**src/rtl/screen_select_ctrl.sv**
```systemverilog
// Click-driven screen selector: a rising click inside the current screen's hotspot
// moves to that hotspot's target screen. Clicks are locked out for HOLDOFF cycles after each move.
module screen_select_ctrl #(
    parameter int NUM_SCREENS = 3,
    parameter int SEL_W       = 2,
    parameter int HOLDOFF     = 4,
    parameter logic [NUM_SCREENS*12-1:0]    HS_X0  = {12'd0, 12'd993, 12'd452},
    parameter logic [NUM_SCREENS*12-1:0]    HS_X1  = {12'd20, 12'd1013, 12'd581},
    parameter logic [NUM_SCREENS*12-1:0]    HS_Y0  = {12'd0, 12'd10, 12'd354},
    parameter logic [NUM_SCREENS*12-1:0]    HS_Y1  = {12'd20, 12'd30, 12'd379},
    parameter logic [NUM_SCREENS*SEL_W-1:0] HS_TGT = {2'd0, 2'd2, 2'd1}
) (
    input  logic                      clk,
    input  logic                      rst,
    input  logic [11:0]               xpos,
    input  logic [11:0]               ypos,
    input  logic                      ButtonLeft,
    input  logic [NUM_SCREENS*12-1:0] rgb_in,
    output logic [11:0]               xpos_out,
    output logic [11:0]               ypos_out,
    output logic [11:0]               rgb,
    output logic [SEL_W-1:0]          Screen,
    output logic                      Changed
);

    logic             btn_q;
    logic [7:0]       hold_cnt;
    logic [11:0]      x0, x1, y0, y1;
    logic [SEL_W-1:0] tgt;
    logic [SEL_W-1:0] screen_nxt;
    logic [SEL_W-1:0] rgb_idx;
    logic [11:0]      rgb_sel;
    logic             hit;
    logic             tgt_ok;
    logic             valid;

    always_comb begin
        x0      = '0;
        x1      = '0;
        y0      = '0;
        y1      = '0;
        tgt     = '0;
        rgb_sel = rgb_in[11:0];
        // Only the active screen's hotspot is decoded; an inverted range never matches.
        for (int s = 0; s < NUM_SCREENS; s++) begin
            if (Screen == SEL_W'(s)) begin
                x0  = HS_X0[s*12 +: 12];
                x1  = HS_X1[s*12 +: 12];
                y0  = HS_Y0[s*12 +: 12];
                y1  = HS_Y1[s*12 +: 12];
                tgt = HS_TGT[s*SEL_W +: SEL_W];
            end
        end
        hit        = (xpos >= x0) && (xpos <= x1) && (ypos >= y0) && (ypos <= y1);
        tgt_ok     = (int'(tgt) < NUM_SCREENS) && (tgt != Screen);
        valid      = ButtonLeft && !btn_q && hit && (hold_cnt == 8'd0) && tgt_ok;
        screen_nxt = valid ? tgt : Screen;
        // Colour follows the screen being entered so rgb and Screen switch together.
        rgb_idx    = rst ? '0 : screen_nxt;
        for (int s = 0; s < NUM_SCREENS; s++) begin
            if (rgb_idx == SEL_W'(s)) begin
                rgb_sel = rgb_in[s*12 +: 12];
            end
        end
    end

    always_ff @(posedge clk) begin
        if (rst) begin
            Screen   <= '0;
            Changed  <= 1'b0;
            hold_cnt <= 8'd0;
            btn_q    <= 1'b1;
        end else begin
            btn_q   <= ButtonLeft;
            Screen  <= screen_nxt;
            Changed <= valid;
            if (valid) begin
                hold_cnt <= 8'(HOLDOFF);
            end else if (hold_cnt != 8'd0) begin
                hold_cnt <= hold_cnt - 8'd1;
            end
        end
    end

    // Datapath registers: same behaviour in and out of reset.
    always_ff @(posedge clk) begin
        xpos_out <= xpos;
        ypos_out <= ypos;
        rgb      <= rgb_sel;
    end

endmodule

```
**config.mk**
```make
export PLATFORM = sky130hd
export DESIGN_NAME = screen_select_ctrl
export DESIGN_NICKNAME = d
export VERILOG_FILES = /design/src/rtl/screen_select_ctrl.sv
export SDC_FILE = /design/constraint.sdc
export NUM_CORES = 1
export LEC_CHECK = 0
export ABC_AREA = 1
export BUFFER_PORTS_ARGS = -buffer_cell sky130_fd_sc_hd__buf_2
export CORE_ASPECT_RATIO = 0.5
export CORE_MARGIN = 2
export CORE_UTILIZATION = 35
export DETAILED_ROUTE_END_ITERATION = 12
export GPL_TIMING_DRIVEN = 1
export RECOVER_POWER = 100
export SKIP_LAST_GASP = 1
export SYNTH_ARGS = -nofsm -noshare
export SYNTH_HDL_FRONTEND = slang
export SYNTH_SLANG_ARGS = --single-unit
```
**constraint.sdc**
```tcl
create_clock -name clk -period 2.78 [get_ports clk]
set_input_delay 0.556 -clock clk [delete_from_list [all_inputs] [get_ports clk]]
set_output_delay 0.556 -clock clk [all_outputs]
set_load 0.01 [all_outputs]
```
==> out/metrics.yaml, run 1 <==
status: "finished, final reports clean"
ir_drop_mv: 0.217
place_area_um2: 3330
cts_buffer_depth: 2
layout_commonest_cell: "nand2_1"
wl_per_cell_um: 11.6
stdcell_count: 565
start_kind: "flip-flop"
vias: 2483
leakage_nw: 1.79
muxShareOfSynthArea: 0
cp_top_family: "simple AND/OR/NAND/NOR gates"
numCtsBuffers: 5
grt_start_max_net_pins: 16
powerDensity_nw_per_um2: 539
multi_input_area_um2: 1640
synth_area_um2: 2680
cts_tree: "done"
worstHoldPathType: "in2reg"
drive_above_1_share: 0.271
tightest_slew_ns: 0.464
end_kind: "flip-flop"
syn_area_per_cell_um2: 7.66
r2r_setup_slack_ns: 0.04
place_ws_ns: -0.0304
synthSimpleGateAreaFrac: 0.354
htree_num_levels: 2
final_nets: 562
synth_top_family_by_area: "simple AND/OR/NAND/NOR gates"
yosysSeqAreaShare: 0.358
fill_cells: 750
min_period_over_period: 0.984
antenna_found_initial: 0
fin_worst_skew_ns: 0.00413
cts_sinks: 48
synth_cell_types: 25
cp.arrival_ns: 2.93
grt_pass1_vias: 2307
final_cell_mix: "nand2_1, clkbuf_1, dfxtp_1, inv_1, buf_2"
power_mw: 2.01
cp_num_buf_inv: 5
grt_overflow_total: 0
path_clk_slew_ns: 0.07
dieArea_um2: 8420
max_freq_mhz: 365
grt_pass1_wl_mm: 10.1
maxSlewViolCount: 0
met1_length_mm: 3.09
rsz0062_at_grt: "yes"
initial_core_util: 0.363
ant_nets: 0
synth-compound-area-share: 0.0210
wl_met3_um: 493
hold_viol: 0
route.detailed.vias_per_inst: 4.39
synth_seq_cells: 48
fin_crit_ns: 2.74
drt-total-wl_mm: 6.56
final_cell_area_um2: 3720
seqCellArea_um2: 966
tns_ns: 0
crit_slowest_cell: "dfxtp_2"
drc: 0
clk_latency_ns: 0.30
synthAdderAreaFrac: 0.145
cap_violations: 0
critPathRequiredTime_ns: 2.98
critPathMaxFanout: 6
synth_xor_area_frac: 0.0163
synth_nets: 444
dr.max_layer_used: "met4"
fin_ws_ns: 0.0438
path_cells: "buf_4, ha_1, nor2_2, inv_4, ha_1, nand2_1, nor2_1, nand3_1, nand4_1, nand3_2, nor2_4, nand3_2, nand2_4, inv_6, clkbuf_16, nand3_2, nand2_1, inv_1, nand2_1"
criticalPathCategory: "reg2reg"
yosys_warnings: 0
dpl.hpwl_mm: 4.86
setup_violations: 0
dp_cells: 552
first_pass_iters: 4
syn_inst: 350
wl_met2_mm: 2.88
die_x_um: 128
hold_slack_ns: 0.375
rows: 22
relSlewSlack: 0.690
die_height_um: 65.9
core_um2: 7380
io_buffers: 101
grtUsageTotal: 0.154
design.portCount: 102
max_stage_delay_ns: 0.34
num_antenna_cells: 0
utilization: 0.504
gp_congestion: 0.791
area_growth_pct: 38.8
hold_buffers: 0
drt_iter0_drc: 78
root_buffer: "clkbuf_16"
## path summary, 6_finish.rpt
path / start / end / cells after the start
min reg2reg: hold_cnt[0] / hold_cnt[0] / 2
max reg2reg: Screen[1] / rgb[8] / 19
min: ypos[11] / ypos_out[11] / 1
max: Screen[1] / rgb[8] / 19
## power breakdown
group          switching [mW]  internal (mW)
registers              0.0436          0.764
clock network           0.265          0.422
logic                   0.292          0.218
total                   0.601           1.40
## final cells by class
| cell class | instances | area share |
|---|---|---|
| inverter | 56 | 0.0622 |
| timing repair buffer | 117 | 0.160 |
| clock inverter | 3 | 0.0114 |
| tap | 96 | 0.0323 |
| multi-input combinational | 240 | 0.441 |
| clock buffer | 5 | 0.0336 |
| sequential | 48 | 0.260 |
## registers in the layout (all words and copies together), names as in the netlist
signal,cells
rgb,12
hold_cnt,8
Screen,2
ypos_out,12
xpos_out,12
btn_q,1
Changed,1
## cells by family after synthesis
kind of cell / count (synthesis)
AO/OA/AOI/OAI: 10
adder cells (fa/ha/maj): 31
XOR/XNOR: 5
AND/OR/NAND/NOR: 194
buffers and inverters: 62
flip-flops: 48
## Yosys cell counts, drive strengths merged
cell | count | area [um2]
nand2 | 101 | 409
inv | 56 | 215
dfxtp | 48 | 961
nand3 | 48 | 315
nor2 | 32 | 143
ha | 31 | 388
a21oi | 8 | 40.0
buf | 6 | 67.6
nand4 | 5 | 31.3
nor3 | 3 | 15.0
nor3b | 3 | 22.5
xnor2 | 3 | 26.3
xor2 | 2 | 17.5
a2111oi | 1 | 8.76
nand3b | 1 | 7.51
o211ai | 1 | 7.51
or3 | 1 | 6.26
## what timing repair did
| action | 4_1_cts | 5_1_grt |
|---|---|---|
| endpoints found under the hold margin | 0 | 0 |
| gates cloned | 0 | 1 |
| pin swaps | 0 | 7 |
| buffers inserted | 0 | 4 |
| gates resized for setup | 4 | 48 |
| setup endpoints to repair | 12 | 12 |
## per-layer routing
metal,track usage,vias to the layer above
li1,-,1334
met1,0.194,1068
met2,0.238,73
met3,0.0607,8
met4,0.0618,0
met5,0,-
Power figures use the tool's default switching activity.
==> run 2: changes to the inputs <==
--- a/config.mk
+++ b/config.mk
@@ -5,7 +5,6 @@
 export SDC_FILE = /design/constraint.sdc
 export NUM_CORES = 1
 export LEC_CHECK = 0
-export ABC_AREA = 1
 export BUFFER_PORTS_ARGS = -buffer_cell sky130_fd_sc_hd__buf_2
 export CORE_ASPECT_RATIO = 0.5
 export CORE_MARGIN = 2
@@ -13,6 +12,7 @@
 export DETAILED_ROUTE_END_ITERATION = 12
 export GPL_TIMING_DRIVEN = 1
 export RECOVER_POWER = 100
+export SETUP_SLACK_MARGIN = 0.2
 export SKIP_LAST_GASP = 1
 export SYNTH_ARGS = -nofsm -noshare
 export SYNTH_HDL_FRONTEND = slang
==> run 2 against run 1 <==
  * Register-to-register slack worse by 0.03 ns
  * Worst hold slack better by 0.014 ns
  * Sequential power down 1%
  * Global-route usage up 1.6 points
  * Sequential cell count unchanged
  * Largest cell class unchanged
  * Largest power group unchanged
  * Highest routed layer unchanged
==> out/metrics.yaml, run 2 <==
grtUsageTotal: 0.171
tightest_slew_ns: 0.526
drc: 0
layout_commonest_cell: "buf_2"
htree_num_levels: 2
grt_pass1_vias: 2327
drt_iter0_drc: 74
ant_nets: 0
cts_buffer_depth: 2
vias: 2336
root_buffer: "clkbuf_16"
p_clk_frac: 0.332
powerDensity_nw_per_um2: 526
final_nets: 466
p_int_mw: 1.35
grt_overflow_total: 0
end_kind: "flip-flop"
max_freq_mhz: 361
combPwrFrac: 0.240
clk_latency_ns: 0.28
area_growth_pct: 42.4
grt_pass1_wl_mm: 10.7
cp.arrival_ns: 2.95
synth_cell_types: 46
path_cells: "inv_4, ha_2, or2_4, inv_4, ha_4, buf_4, nor2b_1, o211ai_1, a21oi_1, o22ai_2, a41o_1, a31oi_4, buf_6, o22a_1"
leakage_nw: 1.67
synth_most_common_cell: "dfxtp_1"
synth_nets: 342
critPathRequiredTime_ns: 2.96
cts_sinks: 48
fin_worst_skew_ns: 0.00331
place_area_um2: 3210
synth_area_um2: 2490
criticalPathCategory: "reg2reg"
yosys.area.top_type: "dfxtp_1"
route.detailed.vias_per_inst: 5.03
dpl.hpwl_mm: 5.03
fill_cells: 654
cpMostUsedCell: "inv_4"
synth.area.top_cells: "dfxtp_1, ha_1, o22ai_1"
initial_core_util: 0.367
path_clk_slew_ns: 0.06
yosys_warnings: 0
dieArea_um2: 7850
rows: 21
synth_edf_count: 0
p_sw_mw: 0.508
drt-total-wl_mm: 6.68
swShare: 0.273
tns_ns: 0
final_cell_mix: "buf_2, dfxtp_1, o22ai_1, ha_1, buf_4"
status: "finished, final reports clean"
final_cell_area_um2: 3540
relSlewSlack: 0.648
num_antenna_cells: 0
synthArstFlopShare: 0
yosysSeqAreaShare: 0.386
numCtsBuffers: 5
pwr-share-seq: 0.429
antenna_found_initial: 0
max_stage_delay_ns: 0.39
hold_viol: 0
cap_violations: 0
crit_slowest_cell: "dfxtp_4"
setup_violations: 0
grt_start_max_net_pins: 24
ir_drop_mv: 0.194
gp_congestion: 0.767
start_kind: "flip-flop"
synth_common_cells: "dfxtp_1, ha_1, o22ai_1"
fin_crit_ns: 2.77
wl_per_cell_um: 14.4
drive_above_1_share: 0.414
maxSlewViolCount: 0
top_regs: "rgb: 12 flops, xpos_out: 12 flops, ypos_out: 12 flops"
syn_area_per_cell_um2: 10.0
netlist.area_leader.share: 0.386
core_um2: 6780
first_pass_iters: 5
syn_inst: 248
min_period_over_period: 0.997
design.portCount: 102
rsz0062_at_grt: "yes"
cts_tree: "done"
die_x_um: 123
critPathMaxFanout: 7
synth_seq_cells: 48
io_buffers: 101
synth_flop_cell: "dfxtp_1"
die_height_um: 63.6
utilization: 0.523
worstHoldPathType: "in2reg"
[run 2: cell count changes in the layout (fill, tap and decap cells not counted), sizes merged, moves of 25 or more]
cell    before  now
nand2      101   12
clkbuf      66   19
buf         56  113
nand3       48    4
o22ai        0   25
inv         55   14
[run 2: final cells by class]
type | instances | area, um2 | share of cell area
Clock buffer | 7 | 153 | 0.0431
Inverter | 14 | 60.1 | 0.0169
Tap cell | 92 | 115 | 0.0325
Sequential cell | 48 | 968 | 0.273
Multi-Input combinational cell | 178 | 1560 | 0.441
Timing Repair Buffer | 125 | 686 | 0.193
[run 2: worst max-delay path, delay by kind of cell, from the launching register on]
kind / cells / cell delay [ns]
adder cells (fa/ha/maj): 2 / 0.37
AO/OA/AOI/OAI: 6 / 1.05
flip-flops: 1 / 0.39
AND/OR/NAND/NOR: 2 / 0.42
buffers and inverters: 4 / 0.43
[run 2: power groups by stage]
stage	clock network, mW	registers, mW	logic, mW
finish	0.618	0.799	0.446
global route	0.664	0.805	0.504
CTS	0.628	0.798	0.449
detailed placement	0	0.813	0.441
global placement	0	0.810	0.427
floorplan	0	0.821	0.274
[run 2: through the flow]
stage | instances | hold slack [ns] | setup WS (ns) | power, mW
final | 464 | 0.389 | 0.00961 | 1.86
after global routing | 464 | 0.384 | -0.0994 | 1.97
after CTS | 462 | 0.388 | 0.0467 | 1.88
after detailed placement | 444 | 0.483 | -0.0309 | 1.25
after global placement | 444 | 0.474 | 0.0164 | 1.24
after floorplan | 248 | 0.465 | 0.142 | 1.09
[run 2: kinds of logic after synthesis]
logic type      share of synthesized area
compound gates                      0.210
simple gates                        0.138
flops                               0.386
fa+ha+maj                           0.156
buf+inv                            0.0392
mux                                0.0608
xor+xnor                           0.0106
[run 2: path summary, 6_finish.rpt]
| path | startpoint | end | slack (ns) | cells after the start |
|---|---|---|---|---|
| worst max-delay path | Screen[0] | rgb[2] | 0.01 | 14 |
| worst min register to register | hold_cnt[3] | hold_cnt[3] | 0.49 | 2 |
| worst max register to register | Screen[0] | rgb[2] | 0.01 | 14 |
| worst min-delay path | xpos[0] | xpos_out[0] | 0.39 | 1 |
[run 2: metal layers]
| layer | up-vias | GRT usage | part of all wire |
|---|---|---|---|
| li1 | 1178 | - | - |
| met4 | 0 | 0.0355 | 0.0078 |
| met2 | 68 | 0.287 | 0.46 |
| met5 | - | 0 | 0 |
| met3 | 7 | 0.0408 | 0.062 |
| met1 | 1083 | 0.222 | 0.47 |
[run 2: repair_timing]
item	in CTS	in global routing
hold buffers	0	0
hold endpoints to repair	0	0
cloned	0	0
buffers inserted	11	2
pin swaps	6	5
gates resized for setup	10	8
setup endpoints to repair	14	19
==> run 3: changes to the inputs <==
--- a/config.mk
+++ b/config.mk
@@ -6,11 +6,12 @@
 export NUM_CORES = 1
 export LEC_CHECK = 0
 export BUFFER_PORTS_ARGS = -buffer_cell sky130_fd_sc_hd__buf_2
-export CORE_ASPECT_RATIO = 0.5
+export CORE_ASPECT_RATIO = 1.4
 export CORE_MARGIN = 2
-export CORE_UTILIZATION = 35
+export CORE_UTILIZATION = 43
 export DETAILED_ROUTE_END_ITERATION = 12
 export GPL_TIMING_DRIVEN = 1
+export PLACE_DENSITY = 0.75
 export RECOVER_POWER = 100
 export SETUP_SLACK_MARGIN = 0.2
 export SKIP_LAST_GASP = 1
==> run 3 against run 2 <==
  * Via count down 0.21%
  * Critical path depth unchanged
  * Worst setup slack better by 0.062 ns
  * Sequential power about the same
  * Clock power down 28%
  * Cell count down 6.3%
  * Critical endpoint is now rgb[4]
==> out/metrics.yaml, run 3 (same netlist as run 2, synthesis figures left out) <==
drc: 0
cts_sinks: 48
initial_core_util: 0.447
grt_pass1_wl_mm: 10.0
hold_slack_ns: 0.359
hold_buffers: 0
fin_worst_skew_ns: 0.0104
utilization: 0.614
first_pass_iters: 4
seqCellArea_um2: 968
htree_num_levels: 2
cap_violations: 0
antenna_found_initial: 0
area_growth_pct: 37.2
path_clk_slew_ns: 0.09
num_antenna_cells: 0
design.portCount: 102
route.detailed.vias_per_inst: 5.36
dieArea_um2: 6420
max_freq_mhz: 369
dr.max_layer_used: "met4"
critPathMaxFanout: 12
wl_met3_um: 476
numCtsBuffers: 5
drt-total-wl_mm: 6.12
end_kind: "flip-flop"
fin_crit_ns: 2.71
wl_met2_mm: 3.02
rsz0062_at_grt: "yes"
met1_length_mm: 2.50
grt_start_max_net_pins: 24
ant_nets: 0
grt_overflow_total: 0
die_x_um: 68.3
criticalPathCategory: "reg2reg"
start_kind: "flip-flop"
ir_drop_mv: 0.327
fill_cells: 470
worstHoldPathType: "in2reg"
gp_congestion: 0.838
maxSlewViolCount: 0
tns_ns: 0
setup_violations: 0
status: "finished, final reports clean"
final_cell_area_um2: 3420
leakage_nw: 1.62
final_nets: 460
critPathRequiredTime_ns: 2.99
drive_above_1_share: 0.406
cts_tree: "done"
drt_iter0_drc: 110
place_ws_ns: 0.00916
dp_cells: 419
rows: 32
die_height_um: 94.0
wl_per_cell_um: 14.1
cp.arrival_ns: 2.91
grtUsageTotal: 0.203
cts_buffer_depth: 2
top_regs: "rgb: 12 flops, xpos_out: 12 flops, ypos_out: 12 flops"
dpl.hpwl_mm: 4.71
relSlewSlack: 0.688
final_cell_mix: "buf_2, dfxtp_1, ha_1"
powerDensity_nw_per_um2: 491
stdcell_count: 435
place_area_um2: 3190
min_period_over_period: 0.974
grt_pass1_vias: 2251
root_buffer: "clkbuf_8"
hold_viol: 0
core_um2: 5570
clk_latency_ns: 0.31
fin_ws_ns: 0.0715
vias: 2331
power_mw: 1.68
layout_commonest_cell: "buf_2"
multi_input_area_um2: 1550
io_buffers: 101
tightest_slew_ns: 0.467
-- run 3: cell types whose count changed in the layout (fill, tap and decap cells not counted), sizes merged --
cell	before	now
inv	14	15
clkinvlp	0	1
buf	113	110
clkbuf	19	15
-- run 3: path summary, 6_finish.rpt --
path	from	end	slack, ns	cells past startpoint
max	Screen[0]	rgb[4]	0.07	14
max reg2reg	Screen[0]	rgb[4]	0.07	14
min reg2reg	hold_cnt[3]	hold_cnt[3]	0.50	2
min	xpos[0]	xpos_out[0]	0.36	1
-- run 3: power by group --
group	switching, mW	internal [mW]	total [mW]
Sequential	0.0445	0.751	0.796
Clock	0.241	0.202	0.443
Combinational	0.214	0.226	0.439
Total	0.499	1.18	1.68
-- run 3: area by class of cell --
cell class / count / share of cell area
multi-input combinational: 178 / 0.455
sequential: 48 / 0.284
timing repair buffer: 119 / 0.190
tap: 68 / 0.0249
clock buffer: 6 / 0.0242
inverter: 14 / 0.0183
clock inverter: 2 / 0.00403
-- run 3: worst max-delay path: stages, from the launching register on --
cell and delay (ns):
dfxtp_4 0.41, inv_6 0.05, ha_4 0.16, nor2_2 0.07
or2_4 0.17, inv_4 0.05, ha_4 0.27, nor2b_4 0.12
o21ai_1 0.06, a211o_1 0.29, a211oi_4 0.30, a41o_1 0.23
a31oi_2 0.05, buf_12 0.18, o22a_1 0.19
-- run 3: routing by layer --
| metal | track usage | vias to the layer above |
|---|---|---|
| met5 | 0 | - |
| met4 | 0.0817 | 0 |
| met3 | 0.0480 | 14 |
| met2 | 0.335 | 98 |
| met1 | 0.249 | 1050 |
| li1 | - | 1169 |
-- run 3: what timing repair did --
action	4_1_cts	5_1_grt
setup endpoints to repair	14	18
pin swaps	5	0
resized for setup	7	6
setup buffers	2	6
